===== src/rtl/cnn_pkg.sv =====
// Shared CNN types and constants: kernel size, pixel width, window layout
// used by conv_window_gen and the convolution datapath, plus window FSM states.
package cnn_pkg;

  localparam int unsigned KSIZE  = 5;
  localparam int unsigned DATA_W = 16;

  typedef logic signed [DATA_W-1:0] pixel_t;
  typedef pixel_t window_t [0:KSIZE-1][0:KSIZE-1];

  typedef enum logic {
    ST_FILL,
    ST_RUN
  } win_state_t;

endpackage


===== src/rtl/line_buffer.sv =====
// Single-port row RAM, read-before-write: rdata shows the old contents at addr
// during the cycle in which the same address is written.
module line_buffer #(
  parameter int unsigned DEPTH = 32,
  parameter int unsigned WIDTH = 16
) (
  input  logic                     clk,
  input  logic                     we,
  input  logic [$clog2(DEPTH)-1:0] addr,
  input  logic [WIDTH-1:0]         wdata,
  output logic [WIDTH-1:0]         rdata
);

  logic [WIDTH-1:0] mem [0:DEPTH-1];

  // Asynchronous read returns the value stored before this cycle's write.
  always_comb rdata = mem[addr];

  // Write the incoming row sample at the current column.
  always_ff @(posedge clk) begin
    if (we) mem[addr] <= wdata;
  end

endmodule


===== src/rtl/conv_window_gen.sv =====
// Streaming 5x5 window generator for the convolution datapath.
// Optional feature: define CONV_WINDOW_STRIDE2_EN to emit only windows whose
// origin row and column are both even (stride 2).
module conv_window_gen
  import cnn_pkg::*;
#(
  parameter int unsigned IMG_W  = 32,
  parameter int unsigned IMG_H  = 32,
  parameter int unsigned DATA_W = 16
) (
  input  logic                                   clk,
  input  logic                                   rst,
  input  logic                                   in_valid,
  output logic                                   in_ready,
  input  logic signed [DATA_W-1:0]               in_data,
  output logic                                   win_valid,
  input  logic                                   win_ready,
  output logic [0:KSIZE-1][0:KSIZE-1][DATA_W-1:0] window,
  output logic                                   win_last,
  output logic                                   frame_done
);

  localparam int unsigned CW = $clog2(IMG_W);
  localparam int unsigned RW = $clog2(IMG_H);
`ifdef CONV_WINDOW_STRIDE2_EN
  localparam bit STRIDE2 = 1'b1;
`else
  localparam bit STRIDE2 = 1'b0;
`endif
  // Position of the pixel completing the last emitted window of a frame.
  localparam int unsigned LAST_R = STRIDE2 ? ((IMG_H - 5) / 2) * 2 + 4 : IMG_H - 1;
  localparam int unsigned LAST_C = STRIDE2 ? ((IMG_W - 5) / 2) * 2 + 4 : IMG_W - 1;

  logic [CW-1:0]  col;
  logic [RW-1:0]  row;
  win_state_t     state, state_nxt;
  logic           xfer, col_last, row_last;
  logic           emit, frame_done_nxt, last_win, stride_ok;
  logic [DATA_W-1:0] lb_wd [0:3];
  logic [DATA_W-1:0] lb_rd [0:3];
  logic [0:KSIZE-1][0:KSIZE-1][DATA_W-1:0] sw, sw_nxt;

  assign in_ready = !win_valid || win_ready;
  assign xfer     = in_valid && in_ready;
  assign col_last = (col == CW'(IMG_W - 1));
  assign row_last = (row == RW'(IMG_H - 1));

  // Line buffers cascade vertically: each row RAM takes the one below it.
  always_comb begin
    lb_wd[0] = in_data;
    for (int unsigned k = 1; k < 4; k++) lb_wd[k] = lb_rd[k-1];
  end

  for (genvar k = 0; k < 4; k++) begin : g_lb
    line_buffer #(.DEPTH(IMG_W), .WIDTH(DATA_W)) u_lb (
      .clk   (clk),
      .we    (xfer),
      .addr  (col),
      .wdata (lb_wd[k]),
      .rdata (lb_rd[k])
    );
  end

  // Shift array moves left one column; new right column is oldest row on top.
  always_comb begin
    sw_nxt = sw;
    for (int unsigned i = 0; i < KSIZE; i++) begin
      for (int unsigned j = 0; j < KSIZE - 1; j++) sw_nxt[i][j] = sw[i][j+1];
    end
    sw_nxt[0][4] = lb_rd[3];
    sw_nxt[1][4] = lb_rd[2];
    sw_nxt[2][4] = lb_rd[1];
    sw_nxt[3][4] = lb_rd[0];
    sw_nxt[4][4] = in_data;
  end

  // Column/row position of the next pixel to be accepted.
  always_ff @(posedge clk) begin
    if (rst) begin
      col <= '0;
      row <= '0;
    end else if (xfer) begin
      if (col_last) begin
        col <= '0;
        row <= row_last ? '0 : row + 1'b1;
      end else begin
        col <= col + 1'b1;
      end
    end
  end

  // FSM state register.
  always_ff @(posedge clk) begin
    if (rst) state <= ST_FILL;
    else     state <= state_nxt;
  end

  // FSM next state: FILL until row 4 starts, RUN until the frame wraps.
  always_comb begin
    state_nxt = state;
    case (state)
      ST_FILL: if (xfer && col_last && row == RW'(3)) state_nxt = ST_RUN;
      ST_RUN:  if (xfer && col_last && row_last)      state_nxt = ST_FILL;
      default: state_nxt = ST_FILL;
    endcase
  end

  // FSM outputs: window emission and end-of-frame detection.
  always_comb begin
    // Origin parity equals row/col parity since the offset (4) is even.
    stride_ok      = !STRIDE2 || (!row[0] && !col[0]);
    emit           = xfer && (state == ST_RUN) && (col >= CW'(4)) && stride_ok;
    last_win       = (row == RW'(LAST_R)) && (col == CW'(LAST_C));
    frame_done_nxt = xfer && (state == ST_RUN) && col_last && row_last;
  end

  // Shift array, output window register and status flags.
  always_ff @(posedge clk) begin
    if (rst) begin
      sw         <= '0;
      window     <= '0;
      win_valid  <= 1'b0;
      win_last   <= 1'b0;
      frame_done <= 1'b0;
    end else begin
      frame_done <= frame_done_nxt;
      if (xfer) sw <= sw_nxt;
      if (emit) begin
        window    <= sw_nxt;
        win_valid <= 1'b1;
        win_last  <= last_win;
      end else if (win_ready) begin
        win_valid <= 1'b0;
      end
    end
  end

endmodule


===== config.mk =====
export PLATFORM = sky130hd
export DESIGN_NAME = conv_window_gen
export DESIGN_NICKNAME = d
export VERILOG_FILES = /design/src/rtl/cnn_pkg.sv /design/src/rtl/line_buffer.sv /design/src/rtl/conv_window_gen.sv
export SDC_FILE = /design/constraint.sdc
export NUM_CORES = 2
export LEC_CHECK = 0
export CORE_MARGIN = 3
export CORE_UTILIZATION = 44
export CTS_BUF_LIST = sky130_fd_sc_hd__clkbuf_8
export CTS_CLUSTER_DIAMETER = 30
export CTS_CLUSTER_SIZE = 12
export DETAILED_ROUTE_END_ITERATION = 6
export PLACE_DENSITY = 0.7
export SETUP_SLACK_MARGIN = 0.5
export SKIP_LAST_GASP = 1
export SLEW_MARGIN = 30
export SYNTH_ARGS = -nofsm -noshare
export SYNTH_HDL_FRONTEND = slang
export SYNTH_HIERARCHICAL = 1
export SYNTH_SLANG_ARGS = --single-unit

===== constraint.sdc =====
create_clock -name clk -period 4.5 [get_ports clk]
set_clock_uncertainty 0.05 [all_clocks]
set_input_delay 0.675 -clock clk [delete_from_list [all_inputs] [get_ports clk]]
set_output_delay 0.675 -clock clk [all_outputs]
set_load 0.05 [all_outputs]

Yosys cells after proc, flatten, opt, wreduce, memory -nomap -nowiden
Memories as Yosys holds them, arrays and structs flattened. A register that Yosys moved wholly into a read port is not among the register bits.
Cells that the tools add are included.
{"block": "word_totals", "ff_bits": 734, "latchBits": 0, "ramBits": 2048, "rom_bits": 0, "output_inout_bits": 404, "wordCells": 92, "memories": 4}
{"block": "classes", "add_sub_neg": 2, "n_mul": 0, "div_mod_pow": 0, "order_cmp": 1, "n_eq_ne": 3, "shift": 0, "mux": 17, "bitwise": 1, "n_reduce_logical": 13}
{"memory": "g_lb[0].u_lb.mem", "words": 32, "width": 16, "read_ports": 1, "rd_ports_with_merged_regs": 1, "wr": 1, "line_no": "line_buffer.sv:14", "source": "logic [WIDTH-1:0] mem [0:DEPTH-1];"}
{"memory": "g_lb[1].u_lb.mem", "words": 32, "width": 16, "read_ports": 1, "rd_ports_with_merged_regs": 1, "wr": 1, "line_no": "line_buffer.sv:14"}
{"memory": "g_lb[2].u_lb.mem", "words": 32, "width": 16, "read_ports": 1, "rd_ports_with_merged_regs": 1, "wr": 1, "line_no": "line_buffer.sv:14"}
{"memory": "g_lb[3].u_lb.mem", "words": 32, "width": 16, "read_ports": 1, "rd_ports_with_merged_regs": 1, "wr": 1, "line_no": "line_buffer.sv:14"}
{"op": "$mux 5", "n": 10}
{"op": "$add 5x1->5 const B", "n": 2}
{"op": "$eq 5x5->1 const B", "n": 2}
{"op": "$logic_and 1x1->1", "n": 9}
{"op": "$mux 1", "n": 6}
{"op": "$eq 5x2->1 const B", "n": 1}
{"op": "$ge 5x3->1 const B", "n": 1}
{"op": "$pmux 1 s2", "n": 1}
{"op": "$reduce_and 2->1", "n": 1}
{"op": "$reduce_bool 2->1", "n": 1}
{"op": "$logic_not 1->1", "n": 1}
{"op": "$logic_or 1x1->1", "n": 1}
{"op": "$not 1->1", "n": 1}

Logic depth before layout (Yosys ltp)
{"block": "logic_depth", "depth_word": 7, "mapped_depth": 9, "depth_no_buf": 6}

By module
Netlist, hierarchy kept.
{"mod": "line_buffer", "n_inst": 4, "cells_per_inst": 1070, "area_each_um2": 19728.9}
{"mod": "conv_window_gen", "n_inst": 1, "cells_per_inst": 3455, "area_each_um2": 29692.2}

Least setup slack after synthesis
Ideal clock, no wire load.
{"block": "synth_path", "kind": "input port to flip-flop", "start": "in in_valid", "end": "mem g_lb[0].u_lb.mem[24][0] (enable)", "t_arrival_ns": 3.595, "required_time_ns": 4.041, "setup_slack_ns": 0.446, "stages": 9, "path_buffers": 5, "cell_sequence": "buf_4 > inv_2 > buf_6 > buf_6 > clkbuf_1 > nor2_1 > or3b_2 > clkbuf_1 > nor3_1"}
{"block": "synth_via", "elab_chain_len": 3}
{"item": "start: declaration", "line_no": "conv_window_gen.sv:13", "source": "input logic in_valid,"}
{"item": "$logic_and 1x1->1", "line_no": "conv_window_gen.sv:44", "source": "assign xfer = in_valid && in_ready;"}
{"item": "net xfer", "line_no": "conv_window_gen.sv:37", "source": "logic xfer, col_last, row_last;"}
{"item": "$mux 1", "line_no": "line_buffer.sv:21", "source": "if (we) mem[addr] <= wdata;"}
{"item": "$mux 1 (not written as such)", "line_no": "line_buffer.sv:21"}
{"item": "end: declaration", "line_no": "line_buffer.sv:14"}
The timed path passes the listed nets, and every way through them passes these cells.

==> metrics.md <==
| Metric | Value |
|---|---|
| Vias in the first global route | `69304` |
| Overflow after GRT | `0` |
| CP Capture Type | `flip-flop` |
| First-pass GRT wire length | `462000 um` |
| Number of hold violations in the final report | `0` |
| Power density over cell area | `443 nW/um2` |
| Number of buffers inserted during clock tree synthesis | `484` |
| Via count of the routed design | `72062` |
| Net count after synthesis | `7760` |
| Global placement routability congestion | `0.946` |
| Maximum clock frequency | `258 MHz` |
| Final routed wirelength across all metal layers | `318000 um` |
| Post-synthesis cell area | `109000 um2` |
| Antenna violations before repair | `4` |
| Max rail drop VDD | `0.334 mV` |
| Number of buffers inserted by post-CTS setup repair | `0` |
| Layout area overhead | `17.6%` |
| Reg area | `76200 um2` |
| Average instance area after synthesis | `14.0 um2` |
| Placed Instance Area | `117000 um2` |
| Crit Path Class | `flip-flop to flip-flop` |
| All-layer global routing usage | `24.3%` |
| Worst setup path start | `col[1]$_SDFFE_PP0N_` |
| DRT Pass-1 Iters | `7` |
| Number of cells produced by synthesis | `7735` |
| Starting density of the core | `44.4%` |
| Clk buf depth | `4` |
| Final cell area excluding filler cells | `128000 um2` |
| Number of buffers inserted by hold repair at cts | `3` |
| Cell variety after synth | `41` |
| Largest net degree at the start of global routing | `180` |
| Endpoint of the most critical register-to-register path | `sw[167]$_SDFFE_PP0N_` |
| Most used flip-flop cell after synthesis | `sky130_fd_sc_hd__edfxtp_1` |
| FF+latch count, synth | `2782` |
| I/O pin cnt | `424` |
| Hold/Removal Path Class | `input pin to flip-flop` |
| Final period util | `86.2%` |
| End of the critical path | `sw[167]$_SDFFE_PP0N_` |
| Maxcap violations | `0` |
| Core Footprint | `244000 um2` |
| DRT antenna net count | `0` |
| Sequential-to-total area share from yosys stat | `70.2%` |
| Fillers | `19789` |
| Final setup violation count | `0` |
| Worst path arrival time | `4.82 ns` |
| Total design power | `56.6 mW` |
| HPWL reported at the end of detailed placement | `196000 um` |
| Count of port buffers added during placement | `423` |
| Critical Path Source Type | `flip-flop` |
| Number of cells on the worst reg-to-reg path | `8` |
| Number of synthesized flops with an enable pin | `2048` |
| Routed length per placed instance | `26.8 um` |
| Reg2Reg Setup Slack | `0.62 ns` |
| Worst slew pin tran | `1.05 ns` |
| Cell Rows | `181` |
| Floorplan die height | `503 um` |
| Leakage power figure | `39.2 nW` |
| Required time of the critical path | `5.44 ns` |
| Violated checks | `DRC` |
| Yosys warning count | `6` |
| Beginning of the worst register-to-register path | `col[1]$_SDFFE_PP0N_` |
| Clock tree from TritonCTS | `done` |
| Overall die area | `253000 um2` |
| CTS Root Buffer Type | `sky130_fd_sc_hd__clkbuf_8` |
| Largest driver fanout on the critical path | `38` |
| Final-layout setup total negative slack | `0 ns` |
| Later-pin clock latency in the skew report | `1.16 ns` |
| Run status | `finished with violations` |
| Max-slew violation total from the final report | `0` |
| H-Tree Level Count | `5` |
| Worst slew margin | `29.2%` |
| Setup repair after global routing missed its margin | `false` |
| DRC violation count after routing | `1` |
| Fraction of final layout cells with drive strength greater than 1 | `14.1%` |
| Number of nets in the layout | `8285` |
| Area of the multi-input gates | `28800 um2` |
| Number of DRC markers in iteration 0 | `8806` |
| Time the final worst path needs with I/O delays and setup | `3.88 ns` |
| Die extent in x | `503 um` |
| Share of flip-flops with an asynchronous set or reset | `0%` |
| Number of clock sinks | `2782` |
| Clock transition at the register clock pins on the worst setup and hold paths after CTS | `0.07 ns` |
| Vias per inst | `6.07` |
| PostCTS Resize Cnt | `0` |
==> placed cells by master, fill, tap and decap left out, drive strengths merged, types with 5 or more instances in the layout <==
master / Yosys / final
a21oi: 731 / 731
buf: 469 / 372
bufinv: 0 / 59
clkbuf: 286 / 522
clkdlybuf4s50: 0 / 418
clkinv: 0 / 144
clkinvlp: 0 / 71
dfxtp: 734 / 734
edfxtp: 2048 / 2048
ha: 5 / 5
inv: 4 / 97
mux2i: 1025 / 1025
nand2: 74 / 74
nand3: 331 / 331
nand3b: 17 / 17
nand4: 406 / 406
nand4b: 20 / 20
nand4bb: 24 / 24
nor2: 120 / 120
nor3: 18 / 18
nor4: 128 / 128
o21ai: 326 / 326
o22ai: 512 / 512
o31ai: 405 / 405
or3b: 12 / 12
or4: 7 / 7
or4b: 16 / 16
==> report_power, final <==
| group | internal, mW | leakage, nW | switching, mW | total, mW |
|---|---|---|---|---|
| Clock | 14.4 | 5.56 | 11.0 | 25.4 |
| Combinational | 0.789 | 9.21 | 2.08 | 2.87 |
| Sequential | 28.1 | 24.4 | 0.180 | 28.3 |
==> logic make-up (layout without fill, tap and decap cells) <==
family / Yosys count / count (layout) / share of synthesized area [%]
flops: 2782 / 2782 / 70.2
compound gates: 1979 / 1979 / 10.7
simple gates: 1185 / 1185 / 6.26
mux: 1025 / 1025 / 9.45
buf+inv: 759 / 1687 / 3.40
fa+ha+maj: 5 / 5 / 0.0576
other cells: 0 / 2 / 0
==> state kept, by name, indices dropped and copies added (netlist names) <==
name and flops:
row 5, state 1, win_last 1, frame_done 1, win_valid 1, col 5, g_lb.u_lb/mem 2048, window 400
sw 320
==> final cells by class <==
cell class                 instances  share of cell area [%]
timing repair buffer             794                    6.04
tap                             3202                    3.14
clock inverter                   367                    2.91
inverter                           4                  0.0235
sequential                      2782                    59.7
multi-input combinational       4194                    22.6
clock buffer                     522                    5.63
antenna                            2                 0.00392
==> cells in the mapped netlist, types with 20 or more instances <==
library cell / instances / area [um2]
sky130_fd_sc_hd__nand4bb_1: 24 / 270
sky130_fd_sc_hd__clkbuf_1: 274 / 1030
sky130_fd_sc_hd__nor2_1: 120 / 450
sky130_fd_sc_hd__nand2_1: 74 / 278
sky130_fd_sc_hd__nand3_1: 331 / 1660
sky130_fd_sc_hd__nand4_1: 406 / 2540
sky130_fd_sc_hd__edfxtp_1: 2048 / 61500
sky130_fd_sc_hd__nand4b_1: 20 / 175
sky130_fd_sc_hd__nor4_1: 128 / 801
sky130_fd_sc_hd__mux2i_1: 1025 / 10300
sky130_fd_sc_hd__o21ai_0: 326 / 1630
sky130_fd_sc_hd__a21oi_1: 731 / 3660
sky130_fd_sc_hd__buf_2: 406 / 2030
sky130_fd_sc_hd__o31ai_1: 404 / 3030
sky130_fd_sc_hd__o22ai_1: 508 / 3180
sky130_fd_sc_hd__buf_6: 37 / 417
sky130_fd_sc_hd__dfxtp_1: 734 / 14700
==> critical path, cell delays in order (launching register included) <==
cell and delay [ns]:
sky130_fd_sc_hd__dfxtp_4 0.89, sky130_fd_sc_hd__buf_12 0.35, sky130_fd_sc_hd__mux2i_1 0.71, sky130_fd_sc_hd__o22ai_1 0.15, sky130_fd_sc_hd__nor4_1 0.88, sky130_fd_sc_hd__nand2_1 0.12
sky130_fd_sc_hd__buf_4 0.29, sky130_fd_sc_hd__nand3_1 0.12, sky130_fd_sc_hd__a21oi_1 0.08
==> stage by stage <==
stage               instances  utilization (%)  setup slack [ns]  hold WS, ns
finish                  11867             52.3             0.623        0.165
global route            11867             52.3             0.694       0.0807
CTS                     11863             52.2             0.903       0.0431
detailed placement      10971             47.8             0.822        0.410
global placement        10971             47.8             0.908        0.399
floorplan                7735                -             0.728        0.393
==> worst min-delay path by stage <==
| stage | startpoint | to | cells after the start |
|---|---|---|---|
| final | in_data[14] | g_lb[0].u_lb/mem[25][14]$_DFFE_PP_ | 1 |
| after global routing | in_data[14] | g_lb[0].u_lb/mem[25][14]$_DFFE_PP_ | 1 |
| after CTS | in_data[14] | g_lb[0].u_lb/mem[25][14]$_DFFE_PP_ | 1 |
| after detailed placement | window[396]$_SDFFE_PP0P_ | window[396]$_SDFFE_PP0P_ | 2 |
| after global placement | sw[297]$_SDFFE_PP0N_ | window[313]$_SDFFE_PP0P_ | 2 |
| after floorplan | sw[128]$_SDFFE_PP0N_ | window[144]$_SDFFE_PP0P_ | 2 |
==> routing by layer <==
metal | global-route usage [%] | vias up | wire (um)
met3 | 4.82 | 684 | 27200
met2 | 38.0 | 3467 | 148000
met5 | 0 | - | 0
met4 | 13.9 | 0 | 19600
li1 | - | 31731 | -
met1 | 31.7 | 36180 | 123000
No activity file was read; power rests on OpenSTA's default activity.
